**src/rtl/opb_master_arbiter.sv**
```systemverilog
// Round-robin controller sharing one OPB master port among C_NREQ requesters.
// Define OPB_ARB_STATS_EN to build the transfer/error statistics counters.
module opb_master_arbiter #(
   parameter int C_NREQ       = 4,
   parameter int C_OPB_AWIDTH = 32,
   parameter int C_OPB_DWIDTH = 32,
   parameter int C_TIMEOUT    = 16,
   parameter int C_MAX_RETRY  = 3
) (
   input  logic                             OPB_Clk,
   input  logic                             OPB_Rst_n,
   input  logic [C_NREQ-1:0]                req_valid,
   input  logic [C_NREQ-1:0]                req_rnw,
   input  logic [C_NREQ*C_OPB_AWIDTH-1:0]   req_addr,
   input  logic [C_NREQ*C_OPB_DWIDTH-1:0]   req_wdata,
   input  logic [C_NREQ*4-1:0]              req_be,
   output logic [C_NREQ-1:0]                req_ready,
   output logic [C_NREQ-1:0]                rsp_valid,
   output logic [C_OPB_DWIDTH-1:0]          rsp_rdata,
   output logic                             rsp_err,
   output logic [C_OPB_AWIDTH-1:0]          M_ABus,
   output logic [C_OPB_DWIDTH-1:0]          M_DBus,
   output logic [3:0]                       M_BE,
   output logic                             M_RNW,
   output logic                             M_select,
   output logic                             M_seqAddr,
   input  logic [C_OPB_DWIDTH-1:0]          OPB_DBus,
   input  logic                             OPB_xferAck,
   input  logic                             OPB_errAck,
   input  logic                             OPB_retry,
   input  logic                             OPB_toutSup,
   output logic [31:0]                      stat_xfer_cnt,
   output logic [31:0]                      stat_err_cnt
);

   localparam int GW = (C_NREQ > 1) ? $clog2(C_NREQ) : 1;

   typedef enum logic [1:0] {IDLE, BUS, BACKOFF, RESP} state_t;

   state_t                  state, next_state;
   logic [GW-1:0]           grant, last_grant, sel_idx, rr_idx;
   logic                    sel_found;
   int unsigned             rr_pos;
   logic                    sel_rnw, lat_rnw;
   logic [C_OPB_AWIDTH-1:0] sel_addr, lat_addr;
   logic [C_OPB_DWIDTH-1:0] sel_wdata, lat_wdata;
   logic [3:0]              sel_be, lat_be;
   logic [7:0]              tout_cnt, retry_cnt;
   logic                    tout_inc, tout_clr, retry_inc, retry_clr;
   logic                    rsp_err_d;
   logic [C_OPB_DWIDTH-1:0] rsp_rdata_d;

   // Search for the first valid requester starting just after the last one served.
   always_comb begin
      sel_found = 1'b0;
      sel_idx   = '0;
      rr_pos    = 0;
      rr_idx    = '0;
      for (int i = 0; i < C_NREQ; i++) begin
         rr_pos = (int'(last_grant) + 1 + i) % C_NREQ;
         rr_idx = GW'(rr_pos);
         if (!sel_found && req_valid[rr_idx]) begin
            sel_found = 1'b1;
            sel_idx   = rr_idx;
         end
      end
   end

   assign sel_rnw   = req_rnw[sel_idx];
   assign sel_addr  = req_addr[int'(sel_idx)*C_OPB_AWIDTH +: C_OPB_AWIDTH];
   assign sel_wdata = req_wdata[int'(sel_idx)*C_OPB_DWIDTH +: C_OPB_DWIDTH];
   assign sel_be    = req_be[int'(sel_idx)*4 +: 4];
   assign M_seqAddr = 1'b0;

   always_ff @(posedge OPB_Clk or negedge OPB_Rst_n) begin
      if (!OPB_Rst_n) state <= IDLE;
      else            state <= next_state;
   end

   always_comb begin
      next_state  = state;
      req_ready   = '0;
      rsp_err_d   = 1'b0;
      rsp_rdata_d = '0;
      tout_inc    = 1'b0;
      tout_clr    = 1'b0;
      retry_inc   = 1'b0;
      retry_clr   = 1'b0;
      case (state)
         IDLE: begin
            if (sel_found) begin
               req_ready[sel_idx] = 1'b1;
               tout_clr           = 1'b1;
               retry_clr          = 1'b1;
               next_state         = BUS;
            end
         end
         BUS: begin
            // errAck wins over xferAck; retry only counts when neither ack is present.
            if (OPB_errAck) begin
               rsp_err_d   = 1'b1;
               rsp_rdata_d = OPB_DBus;
               next_state  = RESP;
            end else if (OPB_xferAck) begin
               rsp_rdata_d = lat_rnw ? OPB_DBus : '0;
               next_state  = RESP;
            end else if (OPB_retry) begin
               if (retry_cnt < 8'(C_MAX_RETRY)) begin
                  retry_inc  = 1'b1;
                  next_state = BACKOFF;
               end else begin
                  rsp_err_d  = 1'b1;
                  next_state = RESP;
               end
            end else if (!OPB_toutSup) begin
               if (tout_cnt == 8'(C_TIMEOUT)) begin
                  rsp_err_d  = 1'b1;
                  next_state = RESP;
               end else begin
                  tout_inc = 1'b1;
               end
            end
         end
         BACKOFF: begin
            tout_clr   = 1'b1;
            next_state = BUS;
         end
         RESP: next_state = IDLE;
         default: next_state = IDLE;
      endcase
   end

   // Bus-side outputs are registered from next_state so M_select follows the FSM by one edge.
   always_ff @(posedge OPB_Clk or negedge OPB_Rst_n) begin
      if (!OPB_Rst_n) begin
         grant      <= '0;
         last_grant <= GW'(C_NREQ - 1);
         lat_rnw    <= 1'b0;
         lat_addr   <= '0;
         lat_wdata  <= '0;
         lat_be     <= '0;
         tout_cnt   <= '0;
         retry_cnt  <= '0;
         M_select   <= 1'b0;
         M_RNW      <= 1'b0;
         M_ABus     <= '0;
         M_DBus     <= '0;
         M_BE       <= '0;
         rsp_valid  <= '0;
         rsp_rdata  <= '0;
         rsp_err    <= 1'b0;
      end else begin
         if (state == IDLE && sel_found) begin
            grant     <= sel_idx;
            lat_rnw   <= sel_rnw;
            lat_addr  <= sel_addr;
            lat_wdata <= sel_wdata;
            lat_be    <= sel_be;
         end
         if (tout_clr)      tout_cnt <= '0;
         else if (tout_inc) tout_cnt <= tout_cnt + 8'd1;
         if (retry_clr)      retry_cnt <= '0;
         else if (retry_inc) retry_cnt <= retry_cnt + 8'd1;
         if (state == RESP) last_grant <= grant;

         M_select <= (next_state == BUS);
         if (next_state == BUS) begin
            M_RNW  <= (state == IDLE) ? sel_rnw   : lat_rnw;
            M_ABus <= (state == IDLE) ? sel_addr  : lat_addr;
            M_DBus <= (state == IDLE) ? sel_wdata : lat_wdata;
            M_BE   <= (state == IDLE) ? sel_be    : lat_be;
         end else begin
            M_RNW  <= 1'b0;
            M_ABus <= '0;
            M_DBus <= '0;
            M_BE   <= '0;
         end

         rsp_valid <= '0;
         if (next_state == RESP) rsp_valid[grant] <= 1'b1;
         rsp_rdata <= rsp_rdata_d;
         rsp_err   <= rsp_err_d;
      end
   end

`ifdef OPB_ARB_STATS_EN
   logic [31:0] xfer_cnt, err_cnt;

   // Saturating counters sampled while the response is presented.
   always_ff @(posedge OPB_Clk or negedge OPB_Rst_n) begin
      if (!OPB_Rst_n) begin
         xfer_cnt <= '0;
         err_cnt  <= '0;
      end else if (state == RESP) begin
         if (xfer_cnt != 32'hFFFF_FFFF) xfer_cnt <= xfer_cnt + 32'd1;
         if (rsp_err && err_cnt != 32'hFFFF_FFFF) err_cnt <= err_cnt + 32'd1;
      end
   end

   assign stat_xfer_cnt = xfer_cnt;
   assign stat_err_cnt  = err_cnt;
`else
   assign stat_xfer_cnt = '0;
   assign stat_err_cnt  = '0;
`endif

endmodule
```
**config.mk**
```make
export PLATFORM = sky130hd
export DESIGN_NAME = opb_master_arbiter
export DESIGN_NICKNAME = d
export VERILOG_FILES = /design/src/rtl/opb_master_arbiter.sv
export SDC_FILE = /design/constraint.sdc
export NUM_CORES = 1
export LEC_CHECK = 0
export BUFFER_PORTS_ARGS = -buffer_cell sky130_fd_sc_hd__buf_2
export CAP_MARGIN = 5
export CORE_AREA = 2 2 191 193
export CTS_BUF_LIST = sky130_fd_sc_hd__clkbuf_4
export CTS_CLUSTER_SIZE = 12
export DETAILED_ROUTE_END_ITERATION = 16
export DIE_AREA = 0 0 193 195
export SLEW_MARGIN = 0
export SYNTH_ARGS = -nofsm -noshare
export SYNTH_HDL_FRONTEND = slang
export SYNTH_SLANG_ARGS = --single-unit
```
**constraint.sdc**
```tcl
create_clock -name OPB_Clk -period 2.6 [get_ports OPB_Clk]
set_clock_uncertainty 0.15 [all_clocks]
set_input_delay 0.52 -clock OPB_Clk [delete_from_list [all_inputs] [get_ports OPB_Clk]]
set_output_delay 0.52 -clock OPB_Clk [all_outputs]
set_load 0.01 [all_outputs]
```
======== Word level (Yosys, flattened, before mapping) ========
Cells that the tools add are included.
operators by class
  magnitude comparators ................... 9
  shifts and indexed selects .............. 3
  equal/unequal tests ..................... 6
  $add $sub $neg .......................... 6
  mux-type cells .......................... 70
  reductions and logical operators ........ 12
operator list
  kind                 count
  $mux 32              8
  $shiftx 128x8->32    2
  $mux 1               34
  $mux 8               4
  $mux 2               10
  $mux 4               5
  $lt 2x3->1 const B   6
  $add 8x1->8 const B  2
  $shiftx 16x5->4      1
  $bmux 1 s2           5
  $eq 8x5->1 const B   1
  $lt 8x2->1 const B   1
  $pmux 2 s4           1
  $add 2x2->2 const B  3
  $eq 2x2->1 const B   3
  $logic_and 1x1->1    6
  $demux 1 s2          2
  $eq 2x1->1 const B   2
  $ge 2x1->1 const B   2
  $reduce_bool 2->1    2
  $logic_not 1->1      3
  $add 2x1->2 const B  1
  $logic_not 2->1      1
  $pmux 1 s2           1
word-level totals
  logic and storage cells ................. 123
  input bits .............................. 318
  bits in registers ....................... 198
  output and inout bits ................... 176

======== Longest topological paths before layout ========
Gate-level depths: netlist of run 1.
  word-level depth ........................ 19
  depth in mapped cells ................... 9

======== Worst setup path before layout of run 1 ========
No wires, ideal clock.
  kind .................................... in2out
  start point ............................. input req_valid[0]
  end point ............................... output req_ready[0]
  stages .................................. 5
  required time ........................... 1930 ps
  slack ................................... 162 ps
  arrival time ............................ 1768 ps
  cells stage by stage .................... or4_1 -> and2_1 -> nand2_1 -> clkbuf_1 -> nor2_1
between the ends
  cells in the longest elaborated chain, start to end .. 18
  elaborated cells between the ends (all ways) .. 29
RTL lines
  what                                                            line  text
  start: declaration                                              12    input logic [C_NREQ-1:0] req_valid,
  $bmux 1 s2                                                      62    if (!sel_found && req_valid[rr_idx]) begin
  $mux 1 (not written as such)                                    62
  $mux 1                                                          62
  $logic_not 1->1                                                 62
  $logic_and 1x1->1                                               62
  $mux 1                                                          62
  $logic_not 1->1                                                 62
  $logic_and 1x1->1                                               62
  [2 not listed]                                                  -
  $logic_and 1x1->1                                               62
  $mux 2                                                          62
  $lt 2x3->1 (not written as such) or $ge 2x1->1 (tied branches)  92    req_ready[sel_idx] = 1'b1;
  $logic_and 1x1->1 (not written as such)                         92
  $mux 1 (not written as such)                                    92
  $demux 1 s2                                                     92
  $mux 4 (*)                                                      91    if (sel_found) begin
  $mux 4 (*)                                                      89    case (state)
  end: declaration                                                17    output logic [C_NREQ-1:0] req_ready,
Every way passes the cells marked *; elsewhere a longest branch is shown, timed or not. The select of a mux whose other input is x is not followed.

======== Worst setup path in the final report of run 1 ========
  start point ............................. register last_grant[0]
  end point ............................... output req_ready[2]
between the ends
  cells in the longest elaborated chain, start to end .. 19
  elaborated cells between the ends (all ways) .. 33
RTL lines
  what                                                                 line  text
  start: declaration                                                   41    logic [GW-1:0] grant, last_grant, sel_idx, rr_idx;
  start signal: assignment                                             137   last_grant <= GW'(C_NREQ - 1);
  start signal: assignment                                             164   if (state == RESP) last_grant <= grant;
  $add 2x1->2 (*)                                                      60    rr_pos = (int'(last_grant) + 1 + i) % C_NREQ;
  parallel branches: the longest is 16 deep, another holds $lt 2x3->1  -
  $mux 4 (*)                                                           91
  $mux 4 (*)                                                           89
Every way passes the cells marked *. The select of a mux whose other input is x is not followed.

==> summary.json, run 1 <==
{
  "max-slew-margin-rel_pct": 49.8,
  "finalHoldViolations": 0,
  "stdcell_area_mm2": 0.0152,
  "cts_tree": "yes",
  "cts_num_sinks": 198,
  "finalWirelength_um": 34600,
  "dieHeight_um": 195,
  "root_cell_of_the_clock_tree": "clkbuf_4",
  "largest_net_degree_at_the_start_of_global_routing": 71,
  "vias_in_the_first_global_route": 9291,
  "clk_path_buf_depth": 2,
  "timing.critical_path.buf_inv": 1,
  "floorplan.die_area_mm2": 0.0376,
  "design_power_total_mw": 14.3,
  "worst_skew_pair_latency_ns": 0.62,
  "critical_path.slowest_cell": "dfstp_2",
  "violations": "setup timing",
  "synth_seq_cells": 198,
  "sequential_area_share_after_synthesis_pct": 50.9,
  "detailed_place_hpwl_um": 22600,
  "route.detailed.wl_per_inst_um": 17.9,
  "nets_finish": 1778,
  "io_pins": 494,
  "placedInstanceArea_mm2": 0.0124,
  "synth-async-reset-ratio_pct": 100,
  "timing.max_cap.violations": 0,
  "synthesis.area_per_instance_um2": 11.0,
  "max_freq_mhz": 367,
  "detail_route.drc_violations": 0,
  "global_route_usage_sum_pct": 16.6,
  "final-max-slew-violation-count": 0,
  "coreArea_mm2": 0.0354,
  "count_of_different_cell_masters_after_synthesis": 44,
  "cts_buffers": 17,
  "number_of_enable_type_register_cells_in_the_synthesized_netlist": 0,
  "min-delay-path-class": "in -> reg",
  "finalSetupViolations": 17,
  "num_vias": 9163,
  "yosys_warnings": 0,
  "final_layout_size_suffix_gt1_share_pct": 42.9,
  "post-route-util_pct": 42.9,
  "areaGrowthSynthToFinish_pct": 55.9,
  "cell_types_occupying_the_most_area_after_synthesis": "dfrtp_1 (50%), mux2i_1 (14%), o221ai_1 (12%)",
  "timing.critical_path.cells": "nand2b_4 > o21ai_2 > a221o_1 > nor2_4 > buf_6",
  "portBuffers": 428,
  "timing.reg2reg.setup_slack_ns": -0.05,
  "vdd_drop_max_mv": 0.628,
  "final_critical_delay_including_setup_and_external_delays_ns": 2.73,
  "timing.setup.critical_path_class": "reg -> out",
  "detail_route.first_pass.iterations": 4,
  "portion_of_synthesized_cell_area_occupied_by_the_leading_cell_type_pct": 50.3,
  "ratio_of_final_minimum_period_to_clock_period_pct": 105,
  "layout_setup_ws_ns": -0.125,
  "powerDensity_mw_per_mm2": 944,
  "largest_driver_fanout_on_the_critical_path": 3,
  "synth-main-ff-cell": "dfrtp_1",
  "worstMarginPinSlew_ns": 0.753,
  "grt-ovfl-total": 0,
  "cts.clk_slew.worst_paths_ns": 0.17,
  "critical_path.endpoint_type": "output pin",
  "critical-path-max-stage-delay_ns": 0.59,
  "detail_route.iter0.violations": 324,
  "grt_first_pass_wirelength_um": 48200,
  "static_leakage_power_nw": 7.41,
  "gp_routability_congestion": 0.799,
  "htree_levels": 4,
  "cell_taking_the_most_area_after_synthesis": "dfrtp_1",
  "syn-cell-area_mm2": 0.00974,
  "drt-vias-per-instance": 4.74,
  "die-width_um": 193,
  "placementRows": 69,
  "synth_cells": 882,
  "setup_repair_after_global_routing_missed_its_margin": "yes",
  "outcome": "complete, but fails checks",
  "setup_total_negative_slack_ns": -0.895,
  "crit_path_start_kind": "flip-flop",
  "antenna_violating_nets_post_route": 0,
  "required_ns": 1.93,
  "fin_hold_ws_ns": 0.0825,
  "cp.arrival_ns": 2.06,
  "floorplan.initialDensity_pct": 27.5,
  "family_of_cells_with_the_greatest_summed_delay_on_the_critical_path": "flip-flops",
  "antenna_found_initial": 3
}
==> worst register-to-register path, stage by stage (launching register included) <==
cell	delay, ns
dfstp_2	0.59
nand2b_4	0.13
o21ai_2	0.08
a221oi_4	0.31
buf_4	0.17
buf_6	0.10
buf_8	0.10
buf_16	0.12
buf_12	0.16
clkbuf_16	0.21
mux2i_4	0.25
o221ai_1	0.15
==> layout make-up <==
type | instances | area (um^2)
fill | 3282 | 20200
multi-input combinational | 611 | 5050
sequential | 198 | 4960
timing repair buffer | 622 | 4260
tap | 461 | 577
clock inverter | 14 | 185
clock buffer | 18 | 135
inverter | 7 | 26.3
antenna | 3 | 7.51
==> cells in the final DEF, fill, tap and decap left out, drive strengths merged, types with 21 or more instances in the layout <==
cell type,instances
clkbuf,21
dfrtp,196
nor2,21
conb,65
dlygate4sd3,129
nand2,149
buf,489
o221ai,139
and2,40
mux2i,138
==> synthesized netlist by cell type, drive strengths merged, types with 5 or more instances <==
cell	n
inv	7
dfrtp	196
a21oi	5
clkbuf	32
o221ai	139
xor2	6
mux2i	138
nor2	21
and2	40
nand2	149
buf	98
==> metal layers <==
layer | GRT usage [%] | up-vias | part of all wire [%]
met4 | 5.13 | 0 | 3.1
met3 | 4.48 | 56 | 7.8
li1 | - | 4262 | -
met1 | 18.7 | 4438 | 38
met2 | 30.1 | 407 | 51
met5 | 0 | - | 0
==> flip-flops by register name (all words and copies together), names as in the netlist, 2 cells and up <==
register	flops
M_ABus	32
M_DBus	32
lat_addr	32
lat_wdata	32
rsp_rdata	32
retry_cnt	8
tout_cnt	8
M_BE	4
lat_be	4
rsp_valid	4
grant	2
last_grant	2
state	2
==> worst paths after layout <==
path	from	cells after the start	to
worst max-delay path	last_grant[0]	5	req_ready[2]
worst min-delay path	req_addr[40]	3	M_ABus[8]
worst max register to register	last_grant[0]	11	M_DBus[18]
worst min register to register	lat_be[2]	2	M_BE[2]
max in group asynchronous	OPB_Rst_n	3	last_grant[1]
min in group asynchronous	OPB_Rst_n	2	M_DBus[30]
==> cells by family after synthesis <==
group                      after synthesis  synth area share (%)
xor gates and xnor gates                 7                 0.629
and+or+nand+nor                        239                  11.2
muxes                                  140                  14.4
AOI/OAI and AO/OA                      157                  14.0
other                                    1                0.0385
adders and majority gates                3                 0.385
buffers and inverters                  137                  8.55
DFF                                    198                  50.9
==> where the power goes <==
part / switching (mW) / leakage [nW] / internal [mW]
sequential: 0.492 / 2.56 / 4.19
clock: 1.21 / 0.172 / 0.631
combinational: 4.09 / 4.68 / 3.72
total: 5.80 / 7.41 / 8.54
==> what timing repair did <==
action                                 4_1_cts  5_1_grt
pin swaps                                    5       20
hold buffers                               124        5
endpoints found under the hold margin      142        4
setup buffers                                4       12
gates resized for setup                     11      151
cloned                                       1        2
setup endpoints to repair                    5       61
==> through the flow <==
| stage | setup WS (ns) | std cells |
|---|---|---|
| floorplan | 0.162 | 946 |
| detailed placement | -0.0718 | 1751 |
| global placement | -0.0318 | 1751 |
| CTS | -0.258 | 1912 |
| finish | -0.125 | 1934 |
| global route | -0.266 | 1934 |
Note: power is estimated with default switching activity, not from simulation.
==> inputs of run 2 (changes only) <==
Settings changed: REMOVE_ABC_BUFFERS set to 1.
==> run 2 against run 1 <==
Net effect:
- the run still ends with setup timing left
- die area did not move
- flip-flop and latch count unchanged
- hold slack better by 0.0040 ns
- sequential power hardly changed
- design area decreased by 12%
- non-clock buffer count is 101 lower
==> summary.json, run 2 (same netlist as run 1, synthesis figures left out) <==
{
  "outcome": {"value": "complete, but fails checks", "change": "unchanged"},
  "violations": {"value": "setup timing", "change": "unchanged"},
  "vdd_drop_max": {"value": 0.583, "unit": "mV", "change": "was 0.628 mV"},
  "gp_routability_congestion": {"value": 0.814, "change": "was 0.799"},
  "final-max-slew-violation-count": {"value": 0, "change": "unchanged"},
  "antenna_found_initial": {"value": 2, "change": "was 3"},
  "antenna_violating_nets_post_route": {"value": 0, "change": "unchanged"},
  "root_cell_of_the_clock_tree": {"value": "clkbuf_4", "change": "unchanged"},
  "die-width": {"value": 193, "unit": "um", "change": "unchanged"},
  "design_power_total": {"value": 13.0, "unit": "mW", "change": "was 14.3 mW"},
  "min-delay-path-class": {"value": "in -> reg", "change": "unchanged"},
  "finish.cell_count_without_fillers": {"value": 1832, "change": "was 1934"},
  "critical_path.reg2reg.endpoint": {"value": "M_ABus[3]", "change": "was M_DBus[18]"},
  "cts_num_sinks": {"value": 198, "change": "unchanged"},
  "whs_path_depth": {"value": 3, "change": "unchanged"},
  "setup_total_negative_slack": {"value": -0.438, "unit": "ns", "change": "was -0.895 ns"},
  "route.detailed.wl_per_inst": {"value": 16.8, "unit": "um", "change": "was 17.9 um"},
  "ratio_of_final_minimum_period_to_clock_period": {"value": 106, "unit": "%", "change": "was 105%"},
  "min-delay-start": {"value": "req_addr[27]", "change": "was req_addr[40]"},
  "num_vias": {"value": 8659, "change": "was 9163"},
  "layout_common_cells": {"value": "buf_2 (426), dfrtp_1 (196), nand2_1 (147)", "change": "was buf_2 (425), dfrtp_1 (196), nand2_1 (147)"},
  "finalSetupViolations": {"value": 4, "change": "was 17"},
  "cell_total_after_placement": {"value": 1747, "change": "was 1751"},
  "required": {"value": 1.93, "unit": "ns", "change": "about the same"},
  "detail_route.iter0.violations": {"value": 258, "change": "was 324"},
  "nets_finish": {"value": 1677, "change": "was 1778"},
  "timing.max_cap.violations": {"value": 0, "change": "unchanged"},
  "startpoint_of_the_most_critical_register_to_register_path": {"value": "last_grant[0]", "change": "unchanged"},
  "detail_route.drc_violations": {"value": 0, "change": "unchanged"},
  "grt-ovfl-total": {"value": 0, "change": "unchanged"},
  "timing.critical_path.cells": {"value": "nand2b_4 > o221ai_2 > or3_4 > nor2_2 > buf_2", "change": "was nand2b_4 > o21ai_2 > a221o_1 > nor2_4 > buf_6"},
  "cts_tree": {"value": "yes", "change": "unchanged"},
  "placementRows": {"value": 69, "change": "unchanged"},
  "cts_buffers": {"value": 17, "change": "unchanged"},
  "io_pins": {"value": 494, "change": "unchanged"},
  "final_layout_size_suffix_gt1_share": {"value": 38.9, "unit": "%", "change": "was 42.9%"},
  "portBuffers": {"value": 428, "change": "unchanged"},
  "cp.arrival": {"value": 2.09, "unit": "ns", "change": "was 2.06 ns"},
  "coreArea": {"value": 0.0354, "unit": "mm^2", "change": "unchanged"},
  "largest_driver_fanout_on_the_critical_path": {"value": 3, "change": "unchanged"},
  "worstMarginPinSlew": {"value": 0.578, "unit": "ns", "change": "was 0.753 ns"},
  "largest_net_degree_at_the_start_of_global_routing": {"value": 63, "change": "was 71"},
  "clk_path_buf_depth": {"value": 2, "change": "unchanged"},
  "floorplan.die_area": {"value": 0.0376, "unit": "mm^2", "change": "unchanged"},
  "detail_route.first_pass.iterations": {"value": 4, "change": "unchanged"},
  "crit_path_start_kind": {"value": "flip-flop", "change": "unchanged"},
  "htree_levels": {"value": 4, "change": "unchanged"},
  "grt_first_pass_wirelength": {"value": 45300, "unit": "um", "change": "was 48200 um"},
  "timing.reg2reg.setup_slack": {"value": 0.11, "unit": "ns", "change": "was -0.05 ns"},
  "critical-path-max-stage-delay": {"value": 0.58, "unit": "ns", "change": "was 0.59 ns"},
  "critical_path.slowest_cell": {"value": "dfstp_2", "change": "unchanged"},
  "timing.setup.critical_path_class": {"value": "reg -> out", "change": "unchanged"},
  "vias_in_the_first_global_route": {"value": 8631, "change": "was 9291"},
  "cts.clk_slew.worst_paths": {"value": 0.17, "unit": "ns", "change": "about the same"},
  "final_critical_delay_including_setup_and_external_delays": {"value": 2.76, "unit": "ns", "change": "was 2.73 ns"},
  "static_leakage_power": {"value": 6.94, "unit": "nW", "change": "was 7.41 nW"},
  "max_freq": {"value": 363, "unit": "MHz", "change": "was 367 MHz"},
  "final_common_cell": {"value": "buf_2", "change": "unchanged"},
  "worst_skew_pair_latency": {"value": 0.62, "unit": "ns", "change": "about the same"},
  "critical_path.endpoint_type": {"value": "output pin", "change": "unchanged"},
  "global_route_usage_sum": {"value": 15.6, "unit": "%", "change": "was 16.6%"},
  "pre_cts_slack": {"value": -0.0604, "unit": "ns", "change": "was -0.0718 ns"},
  "finalHoldViolations": {"value": 0, "change": "unchanged"},
  "min_delay_worst_endpoint": {"value": "M_ABus[27]", "change": "was M_ABus[8]"},
  "floorplan.initialDensity": {"value": 27.5, "unit": "%", "change": "unchanged"},
  "setup_repair_after_global_routing_missed_its_margin": {"value": "yes", "change": "unchanged"},
  "finalWirelength": {"value": 30800, "unit": "um", "change": "was 34600 um"},
  "max-slew-margin-rel": {"value": 61.4, "unit": "%", "change": "was 49.8%"},
  "powerDensity": {"value": 974, "unit": "mW/mm^2", "change": "was 944 mW/mm^2"},
  "areaGrowthSynthToFinish": {"value": 37.1, "unit": "%", "change": "was 55.9%"},
  "detailed_place_hpwl": {"value": 22500, "unit": "um", "change": "was 22600 um"},
  "dieHeight": {"value": 195, "unit": "um", "change": "unchanged"},
  "fin_hold_ws": {"value": 0.0865, "unit": "ns", "change": "was 0.0825 ns"},
  "layout_setup_ws": {"value": -0.156, "unit": "ns", "change": "was -0.125 ns"},
  "drt-vias-per-instance": {"value": 4.73, "change": "was 4.74"},
  "timing.reg2reg.worst_path_depth": {"value": 8, "change": "was 11"}
}
run 2: changes by cell type in the layout (fill, tap and decap cells not counted), sizes merged:
| cell | previous run | this run |
|---|---|---|
| dlygate4sd3 | 129 | 43 |
| buf | 489 | 476 |
| clkbuf | 21 | 18 |
| inv | 14 | 11 |
| bufinv | 2 | 4 |
| clkinvlp | 0 | 2 |
| diode | 3 | 2 |
run 2: layer usage:
metal | global-route usage (%) | part of all wire (%)
met1 | 18.3 | 40
met2 | 27.0 | 50
met3 | 5.21 | 9.1
met4 | 4.32 | 1.3
met5 | 0 | 0
run 2: worst max path at each step:
stage	from	to	slack (ns)	cells past startpoint
after floorplan	last_grant[0]	M_ABus[0]	-15.02	5
after global placement	req_valid[1]	lat_addr[21]	-0.02	7
after detailed placement	req_valid[1]	lat_addr[21]	-0.06	7
after CTS	last_grant[0]	req_ready[3]	-0.30	5
after global routing	last_grant[0]	req_ready[3]	-0.34	6
final	last_grant[0]	req_ready[3]	-0.16	5
run 2: metrics by stage:
| stage | utilization (%) | cell area, um^2 |
|---|---|---|
| after floorplan | - | 9180 |
| after CTS | 37.6 | 13300 |
| after global routing | 37.7 | 13400 |
| after global placement | 35.1 | 12400 |
| final | 37.7 | 13400 |
| after detailed placement | 35.1 | 12400 |
run 2: where the power goes:
part           switching, mW  internal (mW)  leakage [nW]
Sequential             0.463           4.19          2.56
Clock                   1.18          0.789         0.179
Combinational           3.57           2.83          4.20
run 2: critical path, delay by kind of cell, from the launching register on:
kind	cells	cell delay, ns
DFF	1	0.58
AOI/OAI and AO/OA	1	0.11
and+or+nand+nor	3	0.65
buffers and inverters	1	0.14
run 2: what timing repair did:
| action | in CTS | in global routing |
|---|---|---|
| pin swaps | 4 | 2 |
| hold buffers | 42 | 1 |
| buffers inserted | 5 | 2 |
| gates resized for setup | 8 | 6 |
| gates cloned | 1 | 0 |
| setup endpoints to repair | 4 | 5 |
| hold endpoints to repair | 89 | 1 |
run 2: final cells by class:
type / count / area, um^2
Sequential cell: 198 / 4960
Multi-Input combinational cell: 611 / 4280
Inverter: 7 / 26.3
Timing Repair Buffer: 521 / 3170
Clock inverter: 15 / 219
Fill cell: 3497 / 22000
Clock buffer: 17 / 128
Antenna cell: 2 / 5.00
Tap cell: 461 / 577
